==> src/rtl/pwm_pkg.sv <==
// Shared constants and types for the pwm_generator tile.
package pwm_pkg;

  localparam int unsigned CNT_W = 12;

  // Bit positions within the Tiny Tapeout pin buses.
  localparam int unsigned SEL_BIT  = 6;
  localparam int unsigned WREN_BIT = 7;
  localparam int unsigned PWM_BIT  = 0;
  localparam int unsigned PWMN_BIT = 1;
  localparam int unsigned CYC_BIT  = 2;

  typedef enum logic {
    SEL_DUTY   = 1'b0,
    SEL_PERIOD = 1'b1
  } reg_sel_e;

endpackage

==> src/rtl/pwm_core.sv <==
// Free-running period counter with registered duty compare and cycle-start pulse.
module pwm_core
  import pwm_pkg::*;
(
  input  logic             clk,
  input  logic             rst_n,
  input  logic [CNT_W-1:0] duty,
  input  logic [CNT_W-1:0] period,
  output logic             pwm,
  output logic             cyc_start,
  output logic             wrap
);

  logic [CNT_W-1:0] cnt_q, cnt_d;
  logic [CNT_W-1:0] period_m1;
  logic             pwm_q, pwm_d;
  logic             cyc_q, cyc_d;
  logic             running;

  assign running   = (period != '0);
  assign period_m1 = period - CNT_W'(1);
  // >= rather than == so a shrinking period wraps at once instead of overrunning.
  assign wrap      = running && (cnt_q >= period_m1);

  always_comb begin
    cnt_d = cnt_q;
    pwm_d = 1'b0;
    cyc_d = 1'b0;
    if (!running) begin
      cnt_d = '0;
    end else begin
      cnt_d = wrap ? '0 : cnt_q + CNT_W'(1);
      pwm_d = (cnt_q < duty);
      cyc_d = (cnt_q == '0);
    end
  end

  always_ff @(posedge clk or negedge rst_n) begin
    if (!rst_n) begin
      cnt_q <= '0;
      pwm_q <= 1'b0;
      cyc_q <= 1'b0;
    end else begin
      cnt_q <= cnt_d;
      pwm_q <= pwm_d;
      cyc_q <= cyc_d;
    end
  end

  assign pwm       = pwm_q;
  assign cyc_start = cyc_q;

endmodule

==> src/rtl/pwm_generator.sv <==
// Tiny Tapeout 12-bit PWM tile: register file, pin mapping and pwm_core.
// Define PWM_SHADOW_UPDATE_EN to defer duty/period writes to the period boundary.
module pwm_generator
  import pwm_pkg::*;
(
  input  logic       clk,
  input  logic       rst_n,
  input  logic       ena,
  input  logic [7:0] ui_in,
  input  logic [7:0] uio_in,
  output logic [7:0] uo_out,
  output logic [7:0] uio_out,
  output logic [7:0] uio_oe
);

  logic [CNT_W-1:0] data;
  reg_sel_e         sel;
  logic             wr_en;
  logic             wr_duty;
  logic             wr_period;
  logic [CNT_W-1:0] duty_q;
  logic [CNT_W-1:0] period_q;
  logic             pwm;
  logic             cyc_start;
  logic             wrap;
  logic             unused_bits;

  assign data      = {uio_in[3:0], ui_in};
  assign sel       = reg_sel_e'(uio_in[SEL_BIT]);
  assign wr_en     = uio_in[WREN_BIT];
  assign wr_duty   = wr_en && (sel == SEL_DUTY);
  assign wr_period = wr_en && (sel == SEL_PERIOD);

`ifdef PWM_SHADOW_UPDATE_EN
  logic [CNT_W-1:0] shadow_duty_q;
  logic [CNT_W-1:0] shadow_period_q;
  logic             load;

  // An idle counter (P==0) has no boundary to wait for, so it follows the shadows directly.
  assign load = wrap || (period_q == '0);

  always_ff @(posedge clk or negedge rst_n) begin
    if (!rst_n) begin
      shadow_duty_q   <= '0;
      shadow_period_q <= '0;
      duty_q          <= '0;
      period_q        <= '0;
    end else begin
      if (wr_duty)   shadow_duty_q   <= data;
      if (wr_period) shadow_period_q <= data;
      if (load) begin
        duty_q   <= shadow_duty_q;
        period_q <= shadow_period_q;
      end
    end
  end

  assign unused_bits = ^{ena, uio_in[5:4]};
`else
  always_ff @(posedge clk or negedge rst_n) begin
    if (!rst_n) begin
      duty_q   <= '0;
      period_q <= '0;
    end else begin
      if (wr_duty)   duty_q   <= data;
      if (wr_period) period_q <= data;
    end
  end

  assign unused_bits = ^{ena, uio_in[5:4], wrap};
`endif

  pwm_core u_core (
    .clk       (clk),
    .rst_n     (rst_n),
    .duty      (duty_q),
    .period    (period_q),
    .pwm       (pwm),
    .cyc_start (cyc_start),
    .wrap      (wrap)
  );

  always_comb begin
    uo_out           = '0;
    uo_out[PWM_BIT]  = pwm;
    uo_out[PWMN_BIT] = ~pwm;
    uo_out[CYC_BIT]  = cyc_start;
  end

  assign uio_out = '0;
  assign uio_oe  = '0;

endmodule

==> config.mk <==
export PLATFORM = sky130hd
export DESIGN_NAME = pwm_generator
export DESIGN_NICKNAME = d
export VERILOG_FILES = /design/src/rtl/pwm_pkg.sv /design/src/rtl/pwm_core.sv /design/src/rtl/pwm_generator.sv
export SDC_FILE = /design/constraint.sdc
export NUM_CORES = 1
export LEC_CHECK = 0
export CAP_MARGIN = 20
export CELL_PAD_IN_SITES_DETAIL_PLACEMENT = 0
export CELL_PAD_IN_SITES_GLOBAL_PLACEMENT = 1
export CORE_MARGIN = 1.5
export CORE_UTILIZATION = 25
export DETAILED_ROUTE_END_ITERATION = 8
export GPL_TIMING_DRIVEN = 0
export HOLD_SLACK_MARGIN = 0.08
export PLACE_DENSITY = 0.58
export SLEW_MARGIN = 20
export SYNTH_ARGS = -nofsm -noshare
export SYNTH_HDL_FRONTEND = slang
export SYNTH_SLANG_ARGS = --single-unit
==> constraint.sdc <==
create_clock -name clk -period 3.1 [get_ports clk]
set_input_delay 0.31 -clock clk [delete_from_list [all_inputs] [get_ports clk]]
set_output_delay 0.31 -clock clk [all_outputs]
set_load 0.02 [all_outputs]
After elaboration in Yosys (flattened, before gate mapping):

Index checks and enable logic that the tools add are counted.

* $lt $le $gt $ge: 2
* muxes and demuxes: 4
* bitwise gates (word level): 2
* $add $sub $neg: 2
* reductions and logical operators: 5

Operators by type and width (number)
* two-way mux 12 bit: 2
* adder 12 x 1 -> 12 bit, second input constant: 1
* greater-or-equal comparator 12 bit: 1
* logical NOT 12 bit: 1
* less-than comparator 12 bit: 1
* nonzero test 12 bit: 1
* subtractor 12 x 1 -> 12 bit, second input constant: 1
* logical AND 1 bit: 3
* two-way mux 1 bit: 2
* NOT 1 bit: 2

* output and inout bits: 24
* logic and storage cells: 20
* register bits after elaboration: 38

Depth between registers and ports, before layout:

* depth after elaboration: 5
* gate-level depth with buffers: 12
* gate-level depth less buffers: 11

Modules after synthesis:

From an unflattened synthesis, not the netlist that was laid out.

* cell total of the unflattened synthesis: 239
* area, all modules: 2531.2 um2

By module, submodules not included
* pwm_core: seq. area each 350.3 um2, instances 1, area an instance 1397.6 um2, cells each 162
* pwm_generator: seq. area each 600.6 um2, instances 1, area an instance 1133.6 um2, cells each 77

Worst setup path before layout:

OpenSTA, ideal clock, no wires.

* kind: register to register
* from: register period_q[5]
* to: register u_core.cnt_q[6]
* setup slack: 0.371 ns
* buffers on the path: 1
* stages on the path, launching flop included: 13
* library setup time: 0.119 ns
* arrival time: 2.610 ns
* clock period less this slack: 2.729 ns
* cell sequence: dfrtp_1 or4_4 nor2_4 nand2_2 or4_4 xor2_1 ha_1 nand2_1 nor2_1 nand4_1 o21ai_2 buf_4 nor2_1

* word-level cells in the longest chain between the ends: 5
* elaborated cells on any way between the ends: 6

Ends and longest elaborated chain
* start: declaration: RTL line pwm_generator.sv:22 `logic [CNT_W-1:0] period_q;`
* start signal: assignment: RTL line pwm_generator.sv:66 `if (wr_period) period_q <= data;`
* subtractor 12 x 1 -> 12 bit: RTL line pwm_core.sv:21 `assign period_m1 = period - CNT_W'(1);`
* greater-or-equal comparator 12 bit: RTL line pwm_core.sv:23 `assign wrap = running && (cnt_q >= period_m1);`
* logical AND 1 bit: RTL line pwm_core.sv:23
* two-way mux 12 bit: RTL line pwm_core.sv:32 `cnt_d = wrap ? '0 : cnt_q + CNT_W'(1);`
* two-way mux 12 bit *: RTL line pwm_core.sv:29 `if (!running) begin`
* via u_core.cnt_d[6]: RTL line pwm_core.sv:14 `logic [CNT_W-1:0] cnt_q, cnt_d;`
* end signal: assignment: RTL line pwm_core.sv:44 `cnt_q <= cnt_d;`
* end: declaration: RTL line pwm_core.sv:14

Mark *: on every way through the listed nets, which the timed path passes. The rest lies on a longest branch.
A chain may end at the register's enable or synchronous reset.

Final worst setup path:

* from: register period_q[3]
* to: register u_core.cnt_q[4]

The elaborated chain is that of the path after synthesis.

==> key figures <==
Cells and area
  – Share of layout cells above drive strength 1: 19.1%
  – Area taken by multi-input logic gates: 1320 um^2
  – Area delta synth->final: 23.7%
  – Sequential Area: 951 um^2
  – # diodes: 0
  – Post-route cell area: 3010 um^2
  – Layout net count: 344
  – Final core utilization: 32.3%
  – Number of fill cells in the layout: 985

Clock network
  – CTS Root Cell: clkbuf_8
  – CTS tree: yes
  – Clock Tree Buf Depth: 2
  – Clock latency on the worst-skew pair: 290 ps
  – Clock Pin Slew Worst Setup and Hold Paths: 80 ps
  – H-tree level count: 2
  – CTS buffer count: 5
  – TritonCTS Sinks: 38

Yosys
  – Synth top area cells: dfrtp_1, ha_1, buf_4
  – Post-synth cell types: 35
  – Post-synth top cells: dfrtp_1, ha_1, buf_4
  – Most common cell in the netlist: dfrtp_1
  – Synth Instances: 249
  – Yosys warnings: 0
  – Post-synth top flop: dfrtp_1
  – Post-synth EDFFs: 0
  – Mapped Area: 2430 um^2
  – Synth top area share: 39.1%
  – Seq cells post-synth: 38
  – Seq/Total Area, Yosys: 39.1%
  – FFs w/ async S/R, synth: 100%
  – Yosys top cell by area: dfrtp_1
  – Syn avg cell area: 9.78 um^2

Power and ir drop
  – Max IR drop VDD: 0.209 mV
  – Pwr per Cell Area: 563 nW/um^2
  – Tot Pwr: 1700 uW
  – Leakage: 0.00144 uW

Critical path
  – CP peak stage delay: 570 ps
  – CP Buf/Inv Count: 1
  – Crit Path Class: reg -> reg
  – Slowest library cell on the worst path: or4_4
  – Cell mode on critical path: or4_4
  – Setup crit end kind: register
  – Critical Path Start Type: register
  – CP arrival: 3080 ps
  – Crit path required time: 3280 ps
  – Crit-path leading delay family: simple AND/OR/NAND/NOR gates
  – Worst Path Max Fanout: 5
  – Crit path cell chain: or4_4 -> nor2_4 -> nand2_2 -> or4_4 -> xor2_1 -> ha_1 -> nand2_1 -> nor2_2 -> nand4_1 -> o21ai_4 -> buf_6 -> nor2_1

Timing
  – Max-slew violation count: 0
  – Max_slew headroom: 57.5%
  – Final Critical Period: 2900 ps
  – Final TNS setup: 0 ps
  – Fin. Hold Viols: 0
  – Clock skew: 6.46 ps
  – RSZ-0062 raised after global routing: no
  – Least-Margin Pin Slew: 637 ps
  – Tcrit/Tclk final: 93.7%
  – Setup Viol. Count Final: 0
  – FMAX: 344 MHz

Global routing
  – Initial antenna violation count: 0
  – Gr busiest metal: met2
  – Met2 Usage GRT: 16.7%
  – Grt met3 use: 3.38%
  – Grt total ovfl: 0
  – Met1 Use GR: 14.6%
  – Largest net degree at the start of global routing: 21
  – Vias in the first global route: 1,681
  – Total Routing Usage GR: 10.8%
  – First-pass GRT wire length: 8360 um

Min path
  – Min-Delay Path Class: in -> async

Route
  – Violation count after the first detailed-route iteration: 63
  – Vias/cell: 4.05
  – Routed len/inst: 11.8 um
  – Post-route ant nets: 0
  – Via count: 1,735
  – Initial DRT Pass Iterations: 4
  – Total Routed Length: 5040 um
  – Residual DRC: 0

Die
  – Die width: 102 um
  – Starting Density: 26.1%
  – Die height: 102 um
  – Total die area: 10,300 um^2
  – Std-Cell Rows: 35
  – Core ar.: 9330 um^2
  – I/O Pins: 43

Run status
  – Outcome: complete, no violations

Placed design
  – Placed cell areas: 2870 um^2
  – IO buf count: 18
  – GPL Wtd Cong: 0.709
  – DPL Wire Length: 3990 um

Flow run
  – Max_cap viols: 0
[timing repair]
item | 4_1_cts | 5_1_grt
gates resized for setup | 0 | 6
hold endpoints to repair | 18 | 0
hold buffers | 1 | 0
setup buffers | 0 | 1
setup endpoints to repair | 0 | 10
[layer usage]
metal / up-vias / wire length (um)
met5: - / 0
met4: 0 / 48
met3: 4 / 258
met2: 38 / 2220
met1: 804 / 2520
li1: 889 / -
[power by group]
group	internal (uW)	total, uW	switching, uW	leakage (uW)
sequential	592	737	145	0.000464
clock	179	351	171	0.0000482
combinational	302	608	306	0.000923
total	1070	1700	622	0.00144
[cell families (layout without fill, tap and decap cells)]
logic type,count (synthesis),in the layout,synth area share (%)
XOR/XNOR,19,19,6.83
AND/OR/NAND/NOR,75,75,16.1
multiplexers,13,13,6.01
AO/OA/AOI/OAI,31,31,7.35
adder cells (fa/ha/maj),27,27,13.9
flip-flops,38,38,39.1
other,1,21,0.154
buffers and inverters,45,75,10.6
[flip-flops by register name, indices dropped and copies added (netlist names)]
name	cells
duty_q	12
period_q	12
u_core.cnt_q	12
u_core.cyc_start	1
u_core.pwm	1
[cell type report]
type,count,share of cell area [%]
Buffer,27,6.48
Clock buffer,7,2.87
Clock inverter,1,0.166
Inverter,18,2.24
Multi-Input combinational cell,186,43.6
Sequential cell,38,31.6
Tap cell,129,5.36
Timing Repair Buffer,22,7.68
[final timing paths]
kind	startpoint	slack, ps	cells after the start	end
max	period_q[3]	200	12	u_core.cnt_q[4]
min	rst_n	510	2	duty_q[10]
max reg2reg	period_q[3]	200	12	u_core.cnt_q[4]
min reg2reg	duty_q[0]	530	1	duty_q[0]
max in group asynchronous	rst_n	2120	3	duty_q[1]
min in group clk	duty_q[0]	530	1	duty_q[0]
[layout by cell type, fill, tap and decap left out, drive strengths merged]
master	count
a211oi	2
nor4	3
nand3b	1
dfrtp	38
o21ai	16
nand2	21
a221o	1
and2	3
xor2	11
xnor2	8
dlygate4sd3	1
clkinv	1
conb	21
o21a	1
clkdlybuf4s50	17
nor2	23
nor2b	2
and3	2
inv	18
nor3	2
clkbuf	10
a21o	3
and4	2
nand2b	2
buf	28
ha	27
a21oi	8
mux2	13
nand4	4
or4	3
nand3	7
[per-stage QoR]
stage / setup slack [ps] / hold slack [ps] / std cells
final: 195 / 510 / 428
after global routing: 1.70 / 538 / 428
after floorplan: 371 / 14.4 / 269
after CTS: 56.8 / 530 / 426
after global placement: 95.2 / 513 / 416
after detailed placement: 72.7 / 298 / 417
No activity file was read; power rests on OpenSTA's default activity.
